--- src/rtl/packet_pkg.sv ---
// Shared definitions for the ingress packet generator: FSM encoding,
// MAC constants, fixed packet words and request-word field positions.
package packet_pkg;

  // Word-emitting states keep the encodings the egress validator uses;
  // LOAD and TRAILER are generator-only states appended after them.
  typedef enum logic [3:0] {
    IDLE            = 4'b0000,
    LENGTH_DMAC_FST = 4'b0001,
    LENGTH_DMAC_SND = 4'b0010,
    TIME_FST        = 4'b0011,
    TIME_SND        = 4'b0100,
    SMAC_FST        = 4'b0101,
    SMAC_SND        = 4'b0110,
    PAYLOAD         = 4'b0111,
    LOAD            = 4'b1000,
    TRAILER         = 4'b1001
  } pkt_state_e;

  localparam logic [15:0] MAC_PREFIX   = 16'h0000;
  localparam logic [31:0] MAC_SUFFIX   = 32'h1234_5678;
  localparam logic [31:0] PAYLOAD_WORD = 32'hFFFF_FFFF;
  localparam logic [31:0] TRAILER_WORD = 32'h0000_0000;

  // Request word layout: [31:30] src, [29:28] dest, [27:22] length blocks.
  localparam int SRC_LSB = 30;
  localparam int DST_LSB = 28;
  localparam int LEN_LSB = 22;
  localparam int LEN_W   = 6;

  // Packet length in bytes; a zero block field stands for 64 blocks.
  function automatic logic [15:0] blocks_to_bytes(input logic [LEN_W-1:0] field,
                                                  input int block_size);
    logic [6:0] nblk;
    nblk = (field == '0) ? 7'd64 : {1'b0, field};
    return 16'(nblk) * 16'(block_size);
  endfunction

endpackage

--- src/rtl/port_to_mac.sv ---
// Maps a 2-bit port number to its 48-bit MAC; inverse of mac_to_port.
module port_to_mac
  import packet_pkg::*;
(
  input  logic [1:0]  port,
  output logic [47:0] mac
);

  // Port number sits in MAC bits [33:32].
  assign mac = {MAC_PREFIX[13:0], port, MAC_SUFFIX};

endmodule

--- src/rtl/simple_dual_port_mem.sv ---
// One write port, one read port with a registered read.
module simple_dual_port_mem #(
  parameter int DATA_WIDTH = 32,
  parameter int DEPTH      = 16,
  parameter int ADDR_WIDTH = 4
) (
  input  logic                  clk,
  input  logic                  wr_en,
  input  logic [ADDR_WIDTH-1:0] wr_addr,
  input  logic [DATA_WIDTH-1:0] wr_data,
  input  logic [ADDR_WIDTH-1:0] rd_addr,
  output logic [DATA_WIDTH-1:0] rd_data
);

  logic [DATA_WIDTH-1:0] mem [DEPTH];

  // Write on strobe; read data appears one cycle after the address.
  always_ff @(posedge clk) begin
    if (wr_en) mem[wr_addr] <= wr_data;
    rd_data <= mem[rd_addr];
  end

endmodule

--- src/rtl/packet_gen.sv ---
// Expands queued 32-bit request words into full packets on a
// valid/ready stream toward the crossbar ingress port.
module packet_gen
  import packet_pkg::*;
#(
  parameter int REQ_CNT    = 16,
  parameter int META_WIDTH = 32,
  parameter int BLOCK_SIZE = 32
) (
  input  logic                  clk,
  input  logic                  reset,
  input  logic [META_WIDTH-1:0] ingress_in,
  input  logic                  ingress_in_en,
  output logic                  ingress_full,
  output logic [31:0]           ingress_out,
  output logic                  ingress_out_valid,
  input  logic                  ingress_out_ready,
  output logic [31:0]           pkt_sent_cnt
);

  // Handshake: a word transfers on any cycle with valid && ready. valid and
  // ingress_out are decoded from registered state only, so they never depend
  // combinationally on ready and stay stable while the crossbar stalls.

  localparam int IDX_W = (REQ_CNT > 1) ? $clog2(REQ_CNT) : 1;
  localparam logic [IDX_W-1:0] LAST_IDX = IDX_W'(REQ_CNT - 1);

  pkt_state_e            state, next_state;
  logic [IDX_W-1:0]      start_idx, end_idx, start_idx_nxt, end_idx_nxt;
  logic [META_WIDTH-1:0] mem_q, req_reg;
  logic [31:0]           ts_cnt, ts_reg;
  logic [9:0]            word_cnt, last_word;
  logic [15:0]           len_bytes;
  logic [47:0]           dmac, smac;
  logic                  fifo_empty, wr_accept, xfer;
  logic                  unused_req_bits;

  assign start_idx_nxt = (start_idx == LAST_IDX) ? '0 : start_idx + IDX_W'(1);
  assign end_idx_nxt   = (end_idx == LAST_IDX) ? '0 : end_idx + IDX_W'(1);
  assign ingress_full  = (end_idx_nxt == start_idx);
  assign fifo_empty    = (start_idx == end_idx);
  assign wr_accept     = ingress_in_en && !ingress_full;
  assign xfer          = ingress_out_valid && ingress_out_ready;

  assign len_bytes       = blocks_to_bytes(req_reg[LEN_LSB +: LEN_W], BLOCK_SIZE);
  assign last_word       = len_bytes[11:2] - 10'd1;
  assign unused_req_bits = ^req_reg[LEN_LSB-1:0];

  simple_dual_port_mem #(
    .DATA_WIDTH (META_WIDTH),
    .DEPTH      (REQ_CNT),
    .ADDR_WIDTH (IDX_W)
  ) u_req_mem (
    .clk     (clk),
    .wr_en   (wr_accept),
    .wr_addr (end_idx),
    .wr_data (ingress_in),
    .rd_addr (start_idx),
    .rd_data (mem_q)
  );

  port_to_mac u_dmac (.port(req_reg[DST_LSB +: 2]), .mac(dmac));
  port_to_mac u_smac (.port(req_reg[SRC_LSB +: 2]), .mac(smac));

  // State register.
  always_ff @(posedge clk) begin
    if (!reset) state <= IDLE;
    else        state <= next_state;
  end

  // Next state: word states advance only when their word transfers.
  always_comb begin
    next_state = state;
    case (state)
      IDLE:            if (!fifo_empty) next_state = LOAD;
      LOAD:            next_state = LENGTH_DMAC_FST;
      LENGTH_DMAC_FST: if (xfer) next_state = LENGTH_DMAC_SND;
      LENGTH_DMAC_SND: if (xfer) next_state = TIME_FST;
      TIME_FST:        if (xfer) next_state = TIME_SND;
      TIME_SND:        if (xfer) next_state = SMAC_FST;
      SMAC_FST:        if (xfer) next_state = SMAC_SND;
      SMAC_SND:        if (xfer) next_state = PAYLOAD;
      PAYLOAD:         if (xfer && word_cnt == last_word) next_state = TRAILER;
      TRAILER:         if (xfer) next_state = IDLE;
      default:         next_state = IDLE;
    endcase
  end

  // Output decode: the word presented in each state.
  always_comb begin
    ingress_out_valid = 1'b1;
    ingress_out       = '0;
    case (state)
      LENGTH_DMAC_FST: ingress_out = {len_bytes, dmac[47:32]};
      LENGTH_DMAC_SND: ingress_out = dmac[31:0];
      TIME_FST:        ingress_out = ts_reg;
      TIME_SND:        ingress_out = 32'h0;
      SMAC_FST:        ingress_out = {16'h0, smac[47:32]};
      SMAC_SND:        ingress_out = smac[31:0];
      PAYLOAD:         ingress_out = PAYLOAD_WORD;
      TRAILER:         ingress_out = TRAILER_WORD;
      default:         ingress_out_valid = 1'b0;
    endcase
  end

  // Datapath: FIFO indices, timestamp, request latch, word and packet counters.
  always_ff @(posedge clk) begin
    if (!reset) begin
      start_idx    <= '0;
      end_idx      <= '0;
      ts_cnt       <= '0;
      ts_reg       <= '0;
      req_reg      <= '0;
      word_cnt     <= '0;
      pkt_sent_cnt <= '0;
    end else begin
      ts_cnt <= ts_cnt + 32'd1;
      if (wr_accept) end_idx <= end_idx_nxt;
      if (state == LOAD) begin
        req_reg   <= mem_q;
        ts_reg    <= ts_cnt;
        start_idx <= start_idx_nxt;
      end
      // word_cnt holds the index of the word on the bus during PAYLOAD.
      if (state == SMAC_SND && xfer)     word_cnt <= 10'd6;
      else if (state == PAYLOAD && xfer) word_cnt <= word_cnt + 10'd1;
      if (state == TRAILER && xfer) pkt_sent_cnt <= pkt_sent_cnt + 32'd1;
    end
  end

endmodule

--- config.mk ---
export PLATFORM = sky130hd
export DESIGN_NAME = packet_gen
export DESIGN_NICKNAME = d
export VERILOG_FILES = /design/src/rtl/packet_pkg.sv /design/src/rtl/port_to_mac.sv /design/src/rtl/simple_dual_port_mem.sv /design/src/rtl/packet_gen.sv
export SDC_FILE = /design/constraint.sdc
export NUM_CORES = 1
export LEC_CHECK = 0
export BUFFER_PORTS_ARGS = -buffer_cell sky130_fd_sc_hd__buf_2
export CORE_MARGIN = 2
export CORE_UTILIZATION = 50
export CTS_CLUSTER_DIAMETER = 40
export DETAILED_ROUTE_END_ITERATION = 10
export GPL_ROUTABILITY_DRIVEN = 1
export PLACE_DENSITY = 0.71
export RECOVER_POWER = 100
export SYNTH_ARGS = -nofsm -noshare
export SYNTH_HDL_FRONTEND = slang
export SYNTH_SLANG_ARGS = --single-unit
--- constraint.sdc ---
create_clock -name clk -period 3.6 [get_ports clk]
set_input_delay 0.72 -clock clk [delete_from_list [all_inputs] [get_ports clk]]
set_output_delay 0.72 -clock clk [all_outputs]
set_load 0.02 [all_outputs]
==> results.sh <==
export IMPL_ys_seq_elements=298
export IMPL_fp_row_count=57
export IMPL_drc=0
export IMPL_nFillCells=2033
export IMPL_largest_reg_flops=160
export IMPL_hold_viol_final=0
export IMPL_grt_pass1_wl_um=41300
export IMPL_wl_per_cell_um=17.5
export IMPL_dp_cells=1405
export IMPL_cts_tree="built"
export IMPL_final_area_um2=14300
export IMPL_crit_path_start_kind="register"
export IMPL_dp_hpwl_um=15800
export IMPL_clkSlewWorstSetupHoldPaths_ns=0.06
export IMPL_syn_nets=1094
export IMPL_power_leakage_nw=4.76
export IMPL_layout_min_cycle_time_ns=3.32
export IMPL_crit_fanout=16
export IMPL_drt_wl_total_um=25800
export IMPL_fin_worst_skew_ns=0.0238
export IMPL_tns_ns=0
export IMPL_cp_cell_sequence="clkbuf_1, nand4b_1, clkbuf_2, nand2_1, clkbuf_1"
export IMPL_ff_latch_area_um2=7570
export IMPL_viasPerCell=5.57
export IMPL_numClockSinks=298
export IMPL_routabilityCongestion=0.803
export IMPL_io_pins=102
export IMPL_place_area_um2=13200
export IMPL_grt_pass1_vias=7898
export IMPL_h_tree_depth=2
export IMPL_relSlewSlack_pct=-4.25
export IMPL_synth_edf_count=160
export IMPL_avgSynthCellArea_um2=11.9
export IMPL_drv_slew=42
export IMPL_ys_seq_area_share_pct=60.7
export IMPL_root_buffer="clkbuf_16"
export IMPL_async_flop_share_pct=0
export IMPL_grt_ovfl_total=0
export IMPL_ctsHoldBuffers=0
export IMPL_nNetsFinal=1169
export IMPL_syn_inst=1048
export IMPL_insertion_delay_ns=0.52
export IMPL_final_util_pct=58.7
export IMPL_max_flop_register="u_req_mem.mem"
export IMPL_critPathTopFamily="buffers and inverters"
export IMPL_die_w_um=162
export IMPL_synth_warnings=0
export IMPL_setup_viol=0
export IMPL_die_height_um=162
export IMPL_cp_arrival_ns=2.60
export IMPL_crit_top_cell="clkbuf_1"
export IMPL_end_kind="output port"
export IMPL_timing_hold_ws_ns=0.436
export IMPL_port_buffers=79
export IMPL_crit_path_max_incr_delay_ns=0.55
export IMPL_grt_total_usage_pct=19.8
export IMPL_hold_class="reg -> reg"
export IMPL_fin_crit_sh_pct=92.2
export IMPL_final_cells=1475
export IMPL_status="finished, violations left"
export IMPL_p_total_mw=8.92
export IMPL_crit_required_ns=2.88
export IMPL_ys_flop_type="edfxtp_1"
export IMPL_worst_slew_pin_slew_ns=1.56
export IMPL_clock_fmax_ghz=0.301
export IMPL_antenna_found_initial=0
export IMPL_critical_path_buf_inv_count=3
export IMPL_initial_core_util_pct=51.1
export IMPL_num_vias=8209
export IMPL_grt_max_degree=83
export IMPL_first_iter_violations=628
export IMPL_clockBufferDepth=3
export IMPL_critPathSlowestCell="dfxtp_1"
export IMPL_final_antenna_net_count=0
export IMPL_setup_slack_ns=0.282
export IMPL_cts_buffers=40
export IMPL_crit_type="reg -> out"
export IMPL_violations="max-capacitance violations, max-slew violations"
export IMPL_cts_resized_gates=0
export IMPL_placeableCoreArea_um2=24400
export IMPL_n_antenna_cell=0
export IMPL_rsz0062_at_grt="false"
export IMPL_drive_gt1_share_pct=12.0
export IMPL_maxCapViolCount=1
export IMPL_firstDrtPassIters=5
export IMPL_ir_worst_vdd_mv=0.468
export IMPL_place_ws_ns=0.961
export IMPL_multi_input_area_um2=4560
export IMPL_die_area_um2=26200
export IMPL_synth_area_um2=12500
export IMPL_syn2layout_area_growth_pct=14.7
export IMPL_post_cts_buffers=0
export IMPL_power_density_nw_per_um2=623
export IMPL_yosysUniqueCellTypes=54
-- final timing paths --
path	cells past startpoint	startpoint	slack, ns	endpoint
max	5	state[1]	0.28	ingress_out[2]
max reg2reg	6	state[1]	0.48	pkt_sent_cnt[31]
min	2	u_req_mem.rd_data[24]	0.44	req_reg[24]
min reg2reg	2	u_req_mem.rd_data[24]	0.44	req_reg[24]
-- cell usage after synthesis, types with 16 or more instances --
library cell / instances / area [um^2]
a21oi_1: 82 / 410
xnor2_1: 33 / 289
o21ai_0: 24 / 120
dfxtp_1: 138 / 2760
inv_1: 24 / 90.1
edfxtp_1: 160 / 4800
nor2_1: 65 / 244
mux4_2: 50 / 1130
nand3_1: 26 / 130
nor3_1: 19 / 95.1
or3_1: 26 / 163
clkbuf_1: 48 / 180
xor2_1: 29 / 254
and3_1: 16 / 100
nand2_1: 180 / 676
-- cell families after synthesis --
kind of cell,share of synthesized area (%)
AO/OA/AOI/OAI,5.95
XOR/XNOR,4.35
adder cells (fa/ha/maj),1.00
buffers and inverters,2.68
flip-flops,60.7
multiplexers,9.69
AND/OR/NAND/NOR,15.7
-- area by class of cell --
class,count,share of cell area (%)
clock inverter,18,1.46
multi-input combinational,667,31.8
timing repair buffer,92,2.68
sequential,298,52.9
inverter,24,0.638
clock buffer,52,7.67
tap,324,2.83
-- layer usage --
| metal | wire length (um) | up-vias | GRT usage, % | part of all wire, % |
|---|---|---|---|---|
| met4 | 502 | 0 | 5.87 | 1.9 |
| met2 | 12800 | 184 | 34.4 | 50 |
| met1 | 11300 | 4026 | 25.8 | 44 |
| li1 | - | 3960 | - | - |
| met3 | 1170 | 39 | 3.19 | 4.5 |
| met5 | 0 | - | 0 | 0 |
-- worst register-to-register path: stages (launching register included) --
cell      delay (ns)
dfxtp_1         0.42
clkbuf_1        0.34
nor3b_1         0.69
nand4_4         0.25
or4_1           0.73
or4_1           0.45
a21oi_1         0.14
-- cell usage in the layout (no fill, tap or decap), types with 3 or more instances in the layout --
cell	synthesis	routed
nor2_1	65	65
clkbuf_8	0	3
nand3_1	26	26
buf_2	6	8
and2_1	11	6
a21oi_1	82	82
inv_8	0	3
mux4_2	50	50
clkbuf_2	0	5
bufinv_16	0	3
o21ai_0	24	24
or4_1	2	3
clkinv_2	0	4
xor2_1	29	29
and4_1	11	11
and2_0	0	5
clkbuf_16	0	41
or3_1	26	26
and3_1	16	16
buf_4	0	5
nand2_1	180	180
dfxtp_1	138	137
inv_1	24	23
nor3b_1	4	5
edfxtp_1	160	160
nand4_1	10	10
o31ai_1	3	3
nand2b_1	3	3
o22ai_1	3	3
ha_1	10	10
nor4_1	14	14
xnor2_1	33	33
nor3_1	19	19
mux2i_1	6	6
a31oi_1	5	5
clkbuf_1	48	81
-- power by group --
group          leakage [nW]  total, mW  internal (mW)  switching, mW
Combinational          1.56       1.20          0.490          0.711
Sequential             2.56       3.91           3.78          0.127
Clock                 0.636       3.81           2.38           1.43
Total                  4.76       8.92           6.66           2.27
(Power assumes the default switching activity.)
